--- src/rtl/rom_dl_pkg.sv ---
// -----------------------------------------------------------------------------
// rom_dl_pkg
// Shared types and constants for the ROM download controller.
//   dl_state_t     : controller state encoding
//   IDX_*          : hps_io download index values the controller understands
//   SETTLE_W       : width of the settle down-counter
//   settle_reload  : counter value loaded on SETTLE entry / reset request
// -----------------------------------------------------------------------------
package rom_dl_pkg;

  typedef enum logic [2:0] {
    IDLE,
    LOAD,
    DIPLOAD,
    SETTLE,
    RUN
  } dl_state_t;

  localparam logic [7:0] IDX_ROM  = 8'd0;
  localparam logic [7:0] IDX_MOD  = 8'd1;
  localparam logic [7:0] IDX_PROM = 8'd2;
  localparam logic [7:0] IDX_DIP  = 8'd254;

  localparam int SETTLE_W = 16;

  // The counter is loaded with cycles-1 and the RUN transition is taken on
  // the edge that observes zero, giving a hold of exactly 'cycles' clocks.
  function automatic logic [SETTLE_W-1:0] settle_reload(input int cycles);
    return SETTLE_W'(cycles - 1);
  endfunction

endpackage

--- src/rtl/rom_dl_settle_timer.sv ---
// -----------------------------------------------------------------------------
// rom_dl_settle_timer
// Loadable down-counter that stops at zero; done is high while the count is 0.
// Ports:
//   clk        : clock
//   reset      : asynchronous active-high reset (count -> 0)
//   load       : load load_value (has priority over dec)
//   load_value : value to load
//   dec        : decrement by one when non-zero
//   done       : count == 0
// -----------------------------------------------------------------------------
module rom_dl_settle_timer #(
  parameter int W = 16
) (
  input  logic         clk,
  input  logic         reset,
  input  logic         load,
  input  logic [W-1:0] load_value,
  input  logic         dec,
  output logic         done
);

  logic [W-1:0] count_reg;

  always_ff @(posedge clk or posedge reset) begin
    if (reset) begin
      count_reg <= '0;
    end else if (load) begin
      count_reg <= load_value;
    end else if (dec && (count_reg != '0)) begin
      count_reg <= count_reg - 1'b1;
    end
  end

  assign done = (count_reg == '0);

endmodule

--- src/rtl/rom_download_ctrl.sv ---
// -----------------------------------------------------------------------------
// rom_download_ctrl
// Sequences hps_io ioctl downloads into program ROM, colour PROM, the
// machine-select byte and the DIP switch bytes, and owns the core reset.
//
// Optional build macro: ROM_DL_CHECKSUM_EN adds output rom_sum, a 16-bit
// wrapping sum of all accepted index-0 bytes of the latest ROM download.
//
// Ports:
//   clk_sys        : system clock
//   reset          : asynchronous active-high reset
//   ioctl_download : download active (hps_io)
//   ioctl_wr       : one-cycle byte strobe
//   ioctl_addr     : byte address
//   ioctl_dout     : byte data
//   ioctl_index    : download index
//   reset_req      : menu/button reset request
//   dn_addr        : registered write address to memories
//   dn_data        : registered write data
//   rom_wr         : program ROM write pulse
//   prom_wr        : colour PROM write pulse
//   mod            : machine select byte
//   sw0..sw2       : DIP switch bytes
//   rom_sum        : (ROM_DL_CHECKSUM_EN only) ROM byte checksum
//   core_reset     : reset to CPU/video/audio
//   busy           : controller not in RUN
//   overflow       : sticky, a ROM/PROM byte was dropped as out of range
// -----------------------------------------------------------------------------
module rom_download_ctrl
  import rom_dl_pkg::*;
#(
  parameter int ROM_AW        = 16,
  parameter int PROM_AW       = 10,
  parameter int SETTLE_CYCLES = 1024
) (
  input  logic        clk_sys,
  input  logic        reset,
  input  logic        ioctl_download,
  input  logic        ioctl_wr,
  input  logic [24:0] ioctl_addr,
  input  logic [7:0]  ioctl_dout,
  input  logic [7:0]  ioctl_index,
  input  logic        reset_req,
  output logic [15:0] dn_addr,
  output logic [7:0]  dn_data,
  output logic        rom_wr,
  output logic        prom_wr,
  output logic [7:0]  mod,
  output logic [7:0]  sw0,
  output logic [7:0]  sw1,
  output logic [7:0]  sw2,
`ifdef ROM_DL_CHECKSUM_EN
  output logic [15:0] rom_sum,
`endif
  output logic        core_reset,
  output logic        busy,
  output logic        overflow
);

  localparam logic [SETTLE_W-1:0] SETTLE_RELOAD = settle_reload(SETTLE_CYCLES);

  dl_state_t   state_reg;
  logic        dl_prev_reg;
  logic        active_reg;   // current download is being accepted
  logic [7:0]  index_reg;

  logic        rise;
  logic        fall;
  logic        rise_load;    // download rise that enters LOAD
  logic [7:0]  eff_index;
  logic        wr_accept;
  logic        rom_in_range;
  logic        prom_in_range;
  logic        rom_hit;
  logic        rom_oor;
  logic        prom_hit;
  logic        prom_oor;
  logic        mod_hit;
  logic        dip_hit;
  logic        settle_load;
  logic        settle_dec;
  logic        settle_done;

  // ---------------------------------------------------------------------------
  // Download edge detection and write decode
  // ---------------------------------------------------------------------------
  always_comb begin
    rise      = ioctl_download & ~dl_prev_reg;
    fall      = ~ioctl_download & dl_prev_reg;
    rise_load = rise && (ioctl_index != IDX_DIP);
    // A strobe coincident with the rise belongs to the new download.
    eff_index = rise ? ioctl_index : index_reg;
    wr_accept = ioctl_wr && ioctl_download && (rise || active_reg);

    rom_in_range  = ((ioctl_addr >> ROM_AW) == '0);
    prom_in_range = ((ioctl_addr >> PROM_AW) == '0);

    rom_hit  = wr_accept && (eff_index == IDX_ROM)  &&  rom_in_range;
    rom_oor  = wr_accept && (eff_index == IDX_ROM)  && !rom_in_range;
    prom_hit = wr_accept && (eff_index == IDX_PROM) &&  prom_in_range;
    prom_oor = wr_accept && (eff_index == IDX_PROM) && !prom_in_range;
    mod_hit  = wr_accept && (eff_index == IDX_MOD)  && (ioctl_addr == '0);
    dip_hit  = wr_accept && (eff_index == IDX_DIP)  && (ioctl_addr[24:3] == '0);
  end

  // ---------------------------------------------------------------------------
  // Settle timer control. A non-DIP download rise takes priority over a
  // reset request; a DIP rise in RUN also suppresses it (DIPLOAD ignores it).
  // ---------------------------------------------------------------------------
  always_comb begin
    settle_load = 1'b0;
    unique case (state_reg)
      LOAD:    settle_load = fall;
      SETTLE:  settle_load = reset_req && !rise_load;
      RUN:     settle_load = reset_req && !rise;
      default: settle_load = 1'b0;
    endcase
    settle_dec = (state_reg == SETTLE);
  end

  rom_dl_settle_timer #(
    .W (SETTLE_W)
  ) u_settle_timer (
    .clk        (clk_sys),
    .reset      (reset),
    .load       (settle_load),
    .load_value (SETTLE_RELOAD),
    .dec        (settle_dec),
    .done       (settle_done)
  );

  // ---------------------------------------------------------------------------
  // Controller FSM with registered core_reset / busy
  // ---------------------------------------------------------------------------
  always_ff @(posedge clk_sys or posedge reset) begin
    if (reset) begin
      state_reg   <= IDLE;
      core_reset  <= 1'b1;
      busy        <= 1'b1;
      // Reset to 1 so a download still in progress across a reset is not
      // seen as a fresh rise; its remaining bytes are ignored.
      dl_prev_reg <= 1'b1;
      active_reg  <= 1'b0;
      index_reg   <= IDX_ROM;
    end else begin
      dl_prev_reg <= ioctl_download;
      if (rise) begin
        index_reg  <= ioctl_index;
        active_reg <= 1'b1;
      end else if (fall) begin
        active_reg <= 1'b0;
      end

      unique case (state_reg)
        IDLE: begin
          // Index 254 here is handled in place: only the sw bytes change.
          if (rise_load) begin
            state_reg <= LOAD;
          end
        end
        LOAD: begin
          if (fall) begin
            state_reg <= SETTLE;
          end
        end
        DIPLOAD: begin
          if (fall) begin
            state_reg <= RUN;
            busy      <= 1'b0;
          end
        end
        SETTLE: begin
          if (rise_load) begin
            state_reg <= LOAD;
          end else if (!reset_req && settle_done) begin
            state_reg  <= RUN;
            core_reset <= 1'b0;
            busy       <= 1'b0;
          end
        end
        RUN: begin
          if (rise_load) begin
            state_reg  <= LOAD;
            core_reset <= 1'b1;
            busy       <= 1'b1;
          end else if (rise) begin
            // DIP switch update while running: the game keeps going.
            state_reg <= DIPLOAD;
            busy      <= 1'b1;
          end else if (reset_req) begin
            state_reg  <= SETTLE;
            core_reset <= 1'b1;
            busy       <= 1'b1;
          end
        end
        default: begin
          state_reg  <= IDLE;
          core_reset <= 1'b1;
          busy       <= 1'b1;
        end
      endcase
    end
  end

  // ---------------------------------------------------------------------------
  // Registered write path and captured configuration bytes
  // ---------------------------------------------------------------------------
  always_ff @(posedge clk_sys or posedge reset) begin
    if (reset) begin
      rom_wr   <= 1'b0;
      prom_wr  <= 1'b0;
      dn_addr  <= '0;
      dn_data  <= '0;
      mod      <= '0;
      sw0      <= '0;
      sw1      <= '0;
      sw2      <= '0;
      overflow <= 1'b0;
    end else begin
      rom_wr  <= rom_hit;
      prom_wr <= prom_hit;
      if (rom_hit || prom_hit) begin
        dn_addr <= ioctl_addr[15:0];
        dn_data <= ioctl_dout;
      end
      if (mod_hit) begin
        mod <= ioctl_dout;
      end
      if (dip_hit) begin
        unique case (ioctl_addr[2:0])
          3'd0:    sw0 <= ioctl_dout;
          3'd1:    sw1 <= ioctl_dout;
          3'd2:    sw2 <= ioctl_dout;
          default: ;
        endcase
      end
      // Clear on LOAD entry, but a dropped byte in the entry cycle still sets.
      if (rise_load) begin
        overflow <= 1'b0;
      end
      if (rom_oor || prom_oor) begin
        overflow <= 1'b1;
      end
    end
  end

`ifdef ROM_DL_CHECKSUM_EN
  logic sum_clear;
  assign sum_clear = rise_load && (ioctl_index == IDX_ROM);

  // Only LOAD accepts index-0 bytes, so the sum freezes once SETTLE is entered.
  always_ff @(posedge clk_sys or posedge reset) begin
    if (reset) begin
      rom_sum <= '0;
    end else if (rom_hit) begin
      rom_sum <= (sum_clear ? 16'h0000 : rom_sum) + {8'h00, ioctl_dout};
    end else if (sum_clear) begin
      rom_sum <= '0;
    end
  end
`endif

endmodule

--- config.mk ---
export PLATFORM = sky130hd
export DESIGN_NAME = rom_download_ctrl
export DESIGN_NICKNAME = d
export VERILOG_FILES = /design/src/rtl/rom_dl_pkg.sv /design/src/rtl/rom_dl_settle_timer.sv /design/src/rtl/rom_download_ctrl.sv
export SDC_FILE = /design/constraint.sdc
export NUM_CORES = 1
export LEC_CHECK = 0
export ABC_AREA = 0
export BUFFER_PORTS_ARGS = -buffer_cell sky130_fd_sc_hd__buf_4
export CORE_ASPECT_RATIO = 0.5
export CORE_UTILIZATION = 30
export DETAILED_ROUTE_END_ITERATION = 16
export PLACE_DENSITY = 0.5
export SETUP_SLACK_MARGIN = 0.15
export SLEW_MARGIN = 20
export SYNTH_ARGS = -nofsm -noshare
export SYNTH_HDL_FRONTEND = slang
export SYNTH_SLANG_ARGS = --single-unit
--- constraint.sdc ---
create_clock -name clk_sys -period 3.7 [get_ports clk_sys]
set_input_delay 0.74 -clock clk_sys [delete_from_list [all_inputs] [get_ports clk_sys]]
set_output_delay 0.74 -clock clk_sys [all_outputs]
set_load 0.01 [all_outputs]
==> impl_metrics.csv, run 1 <==
group,metric,value,unit
outcome,outcome,"finished clean",
synth,ys_seq_area_share,53.79,%
timing,relSlewSlack,30.57,%
job,max_cap_violations,0,
route,num_vias,2996,
synth,synth_top_area_cell,"dfrtp_1",
global_route,grt_pass1_wl,16450,µm
synth,syn_inst,337,
worst_setup_path,startpoint_type,"input pin",
clocking,cts_tree,"done",
timing,fmax,329.9,MHz
synth,synthTopCellsByCount,"dfrtp_1, mux2_2, mux2_4, nand2_1, nor2_1",
worst_setup_path,reg2regPathDepth,7,
final_layout,area.growth.synth_to_final,32.52,%
worst_setup_path,worst-setup-path-type,"in -> reg",
clocking,cts_buffers,9,
synth,synth.most_common_cell,"dfrtp_1",
synth,synth_edf_count,0,
timing,period_needed,3032,ps
synth,synth_top_area_share,51.91,%
synth,yosysUniqueCellTypes,53,
worst_setup_path,end_kind,"flip-flop",
global_route,antenna_found_initial,0,
global_route,grt_pass1_vias,3059,
min_path,min_path_type,"reg -> reg",
clocking,cts_root_buffer,"clkbuf_16",
synth,async_flop_share,100.0,%
placed_design,place.gp.congestion,0.8080,
floorplan,start_util,30.87,%
clocking,cts_max_level,3,
global_route,grt_max_degree,47,
route,post-route-drc-count,0,
synth,yosys_register_bits,90,
timing,slew_viol_final,0,
synth,syn-num-nets,388,
power_and_ir_drop,power.density,446.3,mW/mm²
floorplan,die_area,0.01449,mm²
synth,ys_top_cells_by_area,"dfrtp_1, mux2_2, mux2_4, dfstp_2, nand2_1",
clocking,path_clk_slew,70,ps
route,ant_nets,0,
floorplan,core,0.01359,mm²
power_and_ir_drop,leakagePower,2.733,nW
worst_setup_path,cp.required,3920,ps
timing,rsz0062_at_grt,"false",
synth,ys.flop_type,"dfrtp_1",
worst_setup_path,crit_fanout,24,
timing,fin_crit_sh,81.93,%
worst_setup_path,worst_ep_arrival_time,3250,ps
global_route,grt-ovfl-total,0,
route,vias_per_cell,4.645,
route,drt_iter0_markers,138,
floorplan,die_w,169.2,µm
floorplan,die_y,85.61,µm
placed_design,hpwl,7227,µm
clocking,cts_buffer_depth,2,
floorplan,io_pins,107,
final_layout,fill_cells,1349,
final_layout,fin_nets,499,
min_path,worstHoldPathCells,1,
timing,setup_tns,0,ps
power_and_ir_drop,peakVddDrop,200.8,µV
final_layout,layout.cells.non_filler,645,
floorplan,rows,30,
clocking,ctsHoldBuffers,0,
final_layout,drive_gt1_share,44.59,%
route,firstDrtPassIters,4,
route,wirelength,10040,µm
placed_design,placed_cells,629,
timing,fin_skew,6.551,ps
clocking,cts_resized,0,
timing,final-setup-viol-count,0,
clocking,post_cts_buffers,0,
clocking,insertion_delay,340,ps
clocking,cts_sinks,90,
placed_design,place.port_buffers,106,
final_layout,antenna_cells,0,
route,wl_per_cell,15.56,µm
synth,synth-warning-count,0,
synth,syn_avg_cell_area,12.45,µm²
synth,netlist_area,0.004194,mm²
timing,finalHoldViolCount,0,
global_route,track_usage,14.69,%
timing,worstMarginPinSlew,1038,ps
==> routing by layer <==
metal | routed length [µm] | track usage, %
met2 | 5109 | 25.22
met5 | 0 | 0
met1 | 4492 | 18.48
met3 | 347 | 4.061
met4 | 87 | 3.522
==> cell usage in the layout (no fill, tap or decap), drive strengths merged, types with 4 or more instances in the layout <==
| cell type | netlist | layout |
|---|---|---|
| dfrtp | 87 | 87 |
| or3 | 4 | 4 |
| a21o | 4 | 4 |
| nand3 | 8 | 8 |
| or4 | 5 | 5 |
| o21ai | 9 | 9 |
| mux2 | 63 | 63 |
| buf | 4 | 111 |
| a21oi | 8 | 8 |
| ha | 5 | 5 |
| nand2 | 20 | 20 |
| nor2 | 15 | 15 |
| nor4 | 11 | 11 |
| clkbuf | 7 | 9 |
| xnor2 | 5 | 5 |
| and2 | 4 | 4 |
| nand4 | 8 | 8 |
| inv | 12 | 12 |
| xor2 | 7 | 7 |
| nor3 | 11 | 11 |
==> critical path, cell delays in order <==
cell and delay (ps):
buf_4 120, ha_1 480, mux2_2 410, a211o_1 350, nor4_2 410, o21ai_4 340
mux2_4 400
==> final cells by class <==
cell class / instances / area [µm²] / share of cell area, %
clock buffers: 9 / 225.2 / 4.052
clock inverters: 7 / 101.3 / 1.823
inverters: 12 / 46.29 / 0.8330
multi-input cells: 224 / 1843 / 33.16
flip-flops and latches: 90 / 2256 / 40.59
well taps: 192 / 240.2 / 4.322
repair buffers: 111 / 845.8 / 15.22
==> where the power goes <==
part / internal, mW / switching, mW
clock network: 0.597 / 0.402
registers: 1.05 / 0.0651
logic: 0.173 / 0.197
==> through the flow <==
stage          total power, mW  hold WS [ps]  utilization (%)  worst slack [ps]  instance area, µm²
2_1_floorplan            1.370         474.9                -             629.7                4194
4_1_cts                  2.517         510.6            40.90             639.8                5558
5_1_grt                  2.618         521.4            40.90             482.7                5558
6_report                 2.480         507.3            40.90             668.4                5558
3_3_place_gp             1.506         490.1            38.50             310.6                5231
3_5_place_dp             1.505         495.3            38.50             299.1                5231
==> path summary, 6_finish.rpt <==
| path | startpoint | to | slack, ps |
|---|---|---|---|
| max reg2reg | dl_prev_reg | dn_addr[14] | 670 |
| min | sw1[1] | sw1[1] | 510 |
| min reg2reg | sw1[1] | sw1[1] | 510 |
| max | ioctl_download | dn_addr[11] | 670 |
| min in group asynchronous | reset | sw2[0] | 530 |
| max in group asynchronous | reset | core_reset | 2360 |
==> kinds of logic after synthesis <==
kind of cell               Yosys count  synth area share (%)
and+or+nand+nor                    105                 14.74
DFF                                 90                 53.79
muxes                               63                 18.71
AOI/OAI and AO/OA                   39                 6.325
buffers and inverters               23                 2.446
xor gates and xnor gates            12                 2.506
adders and majority gates            5                 1.492
Note: power is estimated with default switching activity, not from simulation.
==> run 2, diff against run 1 <==
--- a/config.mk
+++ b/config.mk
@@ -10,7 +10,7 @@
 export CORE_ASPECT_RATIO = 0.5
 export CORE_UTILIZATION = 30
 export DETAILED_ROUTE_END_ITERATION = 16
-export PLACE_DENSITY = 0.5
+export PLACE_DENSITY = 0.52
 export SETUP_SLACK_MARGIN = 0.15
 export SLEW_MARGIN = 20
 export SYNTH_ARGS = -nofsm -noshare
==> constraint.sdc (replaced) <==
create_clock -name clk_sys -period 2.7 [get_ports clk_sys]
set_input_delay 0.54 -clock clk_sys [delete_from_list [all_inputs] [get_ports clk_sys]]
set_output_delay 0.54 -clock clk_sys [all_outputs]
set_load 0.01 [all_outputs]
==> impl_metrics.csv, run 2 (synthesized netlist as in run 1, its figures left out) <==
group,metric,value,unit
outcome,outcome,"finished clean",
clocking,insertion_delay,340,ps
worst_setup_path,slowest_delay,540,ps
floorplan,die_w,169.2,µm
floorplan,core,0.01359,mm²
timing,fin_ws,150.3,ps
worst_setup_path,worstSetupStartpoint,"dl_prev_reg",
route,num_vias,3022,
route,wl_per_cell,15.60,µm
worst_setup_path,crit_family,"simple AND/OR/NAND/NOR gates",
worst_setup_path,startpoint_type,"flip-flop",
worst_setup_path,cp.required,2920,ps
global_route,antenna_found_initial,0,
timing,period_needed,2550,ps
route,wl_met1,4613,µm
placed_design,place_area,0.005311,mm²
final_layout,final_common_cell,"buf_4",
final_layout,fin_nets,506,
power_and_ir_drop,p_switching,0.9214,mW
floorplan,die_area,0.01449,mm²
timing,fin_skew,6.653,ps
power_and_ir_drop,swShare,27.39,%
worst_setup_path,worst-setup-path-type,"reg -> reg",
power_and_ir_drop,leakagePower,2.776,nW
route,firstDrtPassIters,4,
clocking,cts_buffer_depth,2,
clocking,post_cts_buffers,0,
route,wl_met2,4978,µm
timing,fmax,392.2,MHz
final_layout,drive_gt1_share,46.96,%
timing,finalHoldViolCount,0,
power_and_ir_drop,p_comb_share,17.0,%
global_route,grt_max_degree,91,
final_layout,fill_cells,1334,
power_and_ir_drop,seqPwrFrac,44.8,%
global_route,track_usage,14.75,%
power_and_ir_drop,power.density,595.2,mW/mm²
final_layout,antenna_cells,0,
worst_setup_path,endpoint,"dn_data[6]",
timing,slew_viol_final,0,
placed_design,hpwl,7074,µm
power_and_ir_drop,peakVddDrop,286.1,µV
power_and_ir_drop,intPower,2.442,mW
floorplan,start_util,30.87,%
timing,relSlewSlack,66.26,%
final_layout,area.growth.synth_to_final,34.76,%
route,post-route-drc-count,0,
worst_setup_path,rrSetupSlack,150,ps
route,ant_nets,0,
floorplan,io_pins,107,
final_layout,layout_common_cells,"buf_4, dfrtp_1, mux2_2",
route,highest_layer,"met4",
clocking,cts_tree,"done",
clocking,cts_sinks,90,
worst_setup_path,crit_fanout,24,
worst_setup_path,worst_ep_arrival_time,2770,ps
route,met3_length,418,µm
floorplan,rows,30,
global_route,grt_pass1_vias,3118,
clocking,cts_buffers,9,
worst_setup_path,r2r_end,"dn_data[6]",
worst_setup_path,crit_chain,"inv_2 -> ha_4 -> or3_1 -> a211o_1 -> nor4b_4 -> o21ai_4 -> buf_12 -> mux2_4",
timing,rsz0062_at_grt,"true",
floorplan,die_y,85.61,µm
worst_setup_path,reg2regPathDepth,8,
job,max_cap_violations,0,
power_and_ir_drop,total_power,3.364,mW
global_route,grt-ovfl-total,0,
final_layout,fin_area,0.005652,mm²
worst_setup_path,end_kind,"flip-flop",
worst_setup_path,reg2reg_from,"dl_prev_reg",
timing,fin_crit_sh,94.43,%
placed_design,place.port_buffers,106,
power_and_ir_drop,clockPowerShare,38.2,%
route,vias_per_cell,4.635,
clocking,cts_root_buffer,"clkbuf_16",
worst_setup_path,path_buf_inv,2,
route,drt_iter0_markers,220,
min_path,min_path_type,"in -> async",
global_route,grt_pass1_wl,16550,µm
timing,final-setup-viol-count,0,
route,wirelength,10170,µm
clocking,cts_max_level,3,
worst_setup_path,cp.depth,8,
placed_design,place.gp.congestion,0.8130,
worst_setup_path,crit_slowest_cell,"dfstp_2",
clocking,path_clk_slew,70,ps
timing,whs,345.0,ps
placed_design,dpl_worst_slack,-12.12,ps
timing,worstMarginPinSlew,506.1,ps
[run 2: cell types whose count changed in the layout (fill, tap and decap cells not counted), sizes merged]
cell | previous run | this run
bufinv | 2 | 1
clkbuf | 9 | 10
buf | 111 | 118
[run 2: final cells by class]
type / instances / area (µm²) / share of cell area (%)
clock buffers: 10 / 239.0 / 4.228
clock inverters: 6 / 65.06 / 1.151
inverters: 12 / 48.80 / 0.8634
multi-input cells: 224 / 1892 / 33.47
flip-flops and latches: 90 / 2256 / 39.92
well taps: 192 / 240.2 / 4.251
repair buffers: 118 / 910.9 / 16.12
[run 2: metal layers]
layer	vias up	GRT usage [%]
met5	-	0
met4	0	4.832
met3	14	3.922
met2	57	24.17
met1	1481	19.08
li1	1470	-
[run 2: worst min path at each step]
stage / depth (start not counted) / endpoint / slack, ps
finish: 3 / mod[3] / 350
global route: 1 / dl_prev_reg / 340
CTS: 1 / dl_prev_reg / 340
detailed placement: 2 / overflow / 480
global placement: 2 / overflow / 480
floorplan: 2 / u_settle_timer.count_reg[7] / 470
[run 2: worst min-delay path: stages]
cell and delay [ps]:
buf_4 120, clkinvlp_4 70, buf_12 400
[run 2: power by group through the flow]
stage                     combinational (mW)  clock (mW)  sequential (mW)
after floorplan                        0.375           0             1.51
after global placement                 0.553           0             1.53
after detailed placement               0.560           0             1.53
after CTS                              0.565        1.33             1.51
after global routing                   0.653        1.38             1.52
final                                  0.572        1.29             1.51
[run 2: through the flow]
stage / cells / TNS (ps) / utilization [%]
4_1_cts: 652 / 0 / 41.42
2_1_floorplan: 337 / 0 / -
6_report: 652 / 0 / 41.59
3_5_place_dp: 636 / -176.6 / 39.09
3_3_place_gp: 636 / 0 / 39.09
5_1_grt: 652 / 0 / 41.59
[run 2: repair_timing]
| item | CTS | global route |
|---|---|---|
| hold buffers | 0 | 0 |
| resized for setup | 2 | 4 |
| gates cloned | 0 | 0 |
| setup endpoints to repair | 24 | 46 |
| pin swaps | 0 | 1 |
